==> config.mk <==
export PLATFORM = sky130hd
export DESIGN_NAME = regfile_sweep
export DESIGN_NICKNAME = d
export VERILOG_FILES = /design/src/rtl/regfile_sweep.sv
export SDC_FILE = /design/constraint.sdc
export NUM_CORES = 2
export LEC_CHECK = 0
export CAP_MARGIN = 20
export CORE_MARGIN = 3
export CORE_UTILIZATION = 55
export DETAILED_ROUTE_END_ITERATION = 10
export PLACE_DENSITY = 0.86
export SLEW_MARGIN = 20
export SYNTH_ARGS = -nofsm -noshare
export SYNTH_HDL_FRONTEND = slang
export SYNTH_SLANG_ARGS = --single-unit
export TNS_END_PERCENT = 100
==> constraint.sdc <==
create_clock -name clk -period 4.8 [get_ports clk]
set_input_delay 0.96 -clock clk [delete_from_list [all_inputs] [get_ports clk]]
set_output_delay 0.96 -clock clk [all_outputs]
set_load 0.01 [all_outputs]
==> src/rtl/regfile_sweep.sv <==
// Three-port register file that clears itself after reset by writing regs[i] = i.
// Define REGFILE_BYPASS_EN to forward a same-cycle write to a matching read port.
module regfile_sweep #(
    parameter int WIDTH    = 64,
    parameter int NREGS    = 32,
    parameter int ZERO_REG = 31,
    localparam int AW      = $clog2(NREGS)
) (
    input  logic             clk,
    input  logic             reset,
    input  logic [AW-1:0]    ra1,
    input  logic [AW-1:0]    ra2,
    input  logic [AW-1:0]    wa3,
    input  logic [WIDTH-1:0] wd3,
    input  logic             we3,
    output logic [WIDTH-1:0] rd1,
    output logic [WIDTH-1:0] rd2,
    output logic             busy
);

    localparam logic [AW:0]   NREGS_EXT = (AW+1)'(NREGS);
    localparam logic [AW-1:0] ZERO_IDX  = AW'(ZERO_REG);
    localparam logic [AW-1:0] LAST_IDX  = AW'(NREGS - 1);

    typedef enum logic {
        INIT  = 1'b0,
        READY = 1'b1
    } state_t;

    state_t           state_reg, state_next;
    logic [AW-1:0]    cnt_reg, cnt_next;

    logic             wr_en;
    logic             wr_ok;
    logic [AW-1:0]    wr_addr;
    logic [WIDTH-1:0] wr_data;

    logic [WIDTH-1:0] regs [NREGS];

    always_ff @(posedge clk) begin
        if (reset) begin
            state_reg <= INIT;
            cnt_reg   <= '0;
        end else begin
            state_reg <= state_next;
            cnt_reg   <= cnt_next;
        end
    end

    // The sweep and the user write share the single storage write port.
    always_comb begin
        state_next = state_reg;
        cnt_next   = cnt_reg;
        wr_en      = 1'b0;
        wr_addr    = wa3;
        wr_data    = wd3;
        case (state_reg)
            INIT: begin
                wr_en    = 1'b1;
                wr_addr  = cnt_reg;
                wr_data  = WIDTH'(cnt_reg);
                cnt_next = cnt_reg + 1'b1;
                if (cnt_reg == LAST_IDX) begin
                    state_next = READY;
                end
            end
            READY: begin
                wr_en = we3;
            end
            default: begin
                state_next = INIT;
            end
        endcase
    end

    // The zero register has no storage behind it: its writes (including the
    // sweep's zero) are dropped and its reads are forced to 0.
    assign wr_ok = wr_en && !reset
                && ({1'b0, wr_addr} < NREGS_EXT)
                && (wr_addr != ZERO_IDX);

    always_ff @(posedge clk) begin
        if (wr_ok) begin
            regs[wr_addr] <= wr_data;
        end
    end

    assign busy = (state_reg == INIT);

    logic [1:0][AW-1:0] ra_vec;
    assign ra_vec = {ra2, ra1};

    genvar gi;
    generate
        for (gi = 0; gi < 2; gi++) begin : g_rd
            logic             addr_ok;
            logic [WIDTH-1:0] rd_val;

            assign addr_ok = ({1'b0, ra_vec[gi]} < NREGS_EXT)
                          && (ra_vec[gi] != ZERO_IDX);

            always_comb begin
                rd_val = '0;
                if (!busy && addr_ok) begin
                    rd_val = regs[ra_vec[gi]];
`ifdef REGFILE_BYPASS_EN
                    if (we3 && (wa3 == ra_vec[gi])) begin
                        rd_val = wd3;
                    end
`endif
                end
            end
        end
    endgenerate

    assign rd1 = g_rd[0].rd_val;
    assign rd2 = g_rd[1].rd_val;

endmodule

==> out/metrics.cfg <==
[outcome]
run_status=complete, but fails checks
violations=setup timing

[routing]
via_per_inst=7.75
drt-wirelength-per-cell_um=38.2
vias=60603
wirelength_um=299000
antenna_left=0
firstDrtPassIters=6
drtIter0Drc=10476
drc=0

[sta]
setup_viol=4
relSlewSlack_pct=15.9
finalClockSkew_ns=0.0342
slew_violations=0
worstMarginPinSlew_ns=1.26
rsz0062_at_grt=true
hold_viol=0
fin_ws_ns=-0.0882
max_freq_mhz=205
fin_crit_sh_pct=102
fin_setup_tns_ns=-0.207
layout_min_cycle_time_ns=4.89

[clock_network]
cts_hold_buffers=0
cts.sinks=2054
clk_pin_slew_ns=0.06
htree_levels=4
cts_buffers=201
clockBufferDepth=3
cts_tree=built
cts_root_buf=clkbuf_16
clk-insertion-delay-late_ns=0.88

[cells_and_area]
largest_reg_flops=2048
multi_input_area_sq_um=31200
syn2layout_area_growth_pct=17.2
regArea_sq_um=61600
n_fill_cell=10224
drive_gt1_share_pct=30.4
nets=5519

[job]
max_cap_viol_count=0

[setup_path]
worstPathMaxFanout=12
cp.arrival_ns=3.93
cp.required_ns=3.84
worst_setup_path_start_kind=input port
worstSetupPathType=in2out
worst_setup_path_end_kind=primary output
reg2reg_slack_ns=1.41

[placement]
place_congestion=0.872
dp_hpwl_um=172000
dpl_worst_slack_ns=-0.485
portBuffers=210

[yosys]
ys_seq_elements=2054
synth_cells=4847
syn-cell-area_sq_um=94000
yosys_warnings=0
ys_types=43
yosysSeqAreaShare_pct=65.5
syn-mean-instance-area_sq_um=19.4

[die]
initial_core_util_pct=55.4
ios=211
die_h_um=420
rows=151
dieArea_sq_um=176000
coreArea_sq_um=170000
die_w_um=420

[power_and_ir_drop]
vdd_drop_max_mv=0.392
powerDensity_nw_per_um2=348
p_total_uw=38400
power_leakage_uw=0.0374

[grt]
grt_pass1_vias=62731
grt_pass1_wl_um=427000
grt_max_degree=65
antenna_found_initial=6
grt_use_total_pct=33.5
overflow=0

[worst_hold_path]
hold_path.class=reg2reg

-- routing by layer --
metal	vias up	wire (um)	share of wire [%]	global-route usage [%]
met5	-	38	0.013	0
met4	6	23400	7.8	23.2
met3	1454	42100	14	9.28
met2	6382	143000	48	53.1
met1	30360	90000	30	40.3
li1	22401	-	-	-
-- worst paths after layout --
check,from,to,cells past startpoint
setup / recovery,ra2[3],rd2[21],10
setup reg to reg,state_reg,regs[9][27],5
hold reg to reg,cnt_reg[0],cnt_reg[0],2
hold / removal,cnt_reg[0],cnt_reg[0],2
-- Yosys cell counts --
cell type	n	area, sq um
o31ai_1	1	7.51
conb_1	1	3.75
a22o_1	124	1090
buf_4	70	526
a2111oi_1	20	200
clkbuf_1	220	826
a311oi_1	1	8.76
o21ai_1	2	10.0
o22ai_1	136	851
xor2_1	1	8.76
a31oi_1	5	31.3
edfxtp_1	2048	61500
and2_1	61	382
o2bb2ai_1	1	8.76
a2111oi_0	104	911
dfxtp_1	6	120
and3_1	1	6.26
mux4_2	761	17100
o21ai_2	1	8.76
buf_1	26	97.6
and3b_1	1	8.76
nand3b_1	5	37.5
a211oi_1	123	923
a21o_1	3	22.5
or3_1	1	6.26
xnor2_1	1	8.76
nand2b_1	6	37.5
buf_6	36	405
nor2_1	44	165
a22oi_1	132	991
buf_2	65	325
mux2_2	9	101
ha_1	2	25.0
o21a_1	1	7.51
o221ai_1	123	1080
nand3_1	6	30.0
nor2b_1	8	50.1
mux2i_1	529	5300
nand2_1	24	90.1
inv_1	1	3.75
o211ai_1	4	30.0
or2_2	3	18.8
a21oi_1	130	651
-- cells in the final DEF (no fill, tap or decap), types with 5 or more instances in the layout --
master,instances
nand3b_1,5
a2111oi_4,6
a22oi_1,132
clkbuf_1,38
clkinv_2,36
o221ai_1,123
nand2_1,22
mux4_2,761
buf_6,7
a2111oi_0,44
clkbuf_16,203
buf_12,160
buf_4,361
clkinv_16,7
a2111oi_1,38
a2111oi_2,36
nand2b_1,6
mux2i_1,529
edfxtp_1,2048
a211oi_1,113
nor2_4,33
clkdlybuf4s50_1,200
a21oi_1,130
a211oi_2,10
a22o_1,124
buf_8,7
a31oi_1,5
clkinv_1,50
dfxtp_1,5
conb_1,64
bufinv_16,17
mux2_2,9
and2_2,20
and2_1,41
nor2_1,11
o22ai_1,136
-- cells by family after synthesis --
group | Yosys count | share of synthesized area (%)
AO/OA/AOI/OAI | 911 | 7.26
XOR/XNOR | 2 | 0.0186
adder cells (fa/ha/maj) | 2 | 0.0266
buffers and inverters | 418 | 2.32
flip-flops | 2054 | 65.5
multiplexers | 1299 | 24.0
other | 1 | 0.00399
AND/OR/NAND/NOR | 160 | 0.885
-- metrics by stage --
step,cells,hold WS [ns],util (%),area (sq um)
global route,7816,0.564,65.0,110000
CTS,7810,0.518,64.8,110000
floorplan,4910,0.483,-,94300
detailed placement,7445,0.513,60.9,103000
finish,7817,0.520,65.0,110000
global placement,7444,0.503,60.9,103000
-- power by group --
| part | internal (uW) | total, uW | switching (uW) |
|---|---|---|---|
| sequential | 19600 | 19700 | 75.1 |
| clock | 8700 | 15700 | 7020 |
| combinational | 1360 | 3010 | 1650 |
| total | 29700 | 38400 | 8750 |
-- critical path: stages --
cell	delay, ns
clkdlybuf4s50_1	0.44
buf_12	0.17
nand3_4	0.14
buf_12	0.20
buf_4	0.23
o22ai_1	0.14
a2111oi_1	0.77
buf_4	0.27
a211oi_1	0.08
clkdlybuf4s50_1	0.50
-- cell type report --
class,count,area share (%)
inverters,1,0.00340
repair buffers,739,7.40
diodes,2,0.00454
multi-input cells,2438,28.3
flip-flops and latches,2054,55.9
clock buffers,241,4.74
well taps,2218,2.52
clock inverters,124,1.12
-- what timing repair did --
action,in CTS,in global routing
endpoints found under the setup margin,79,60
resized for setup,64,59
cloned,0,0
pin swaps,0,2
setup buffers,0,3
No activity file was read; power rests on OpenSTA's default activity.
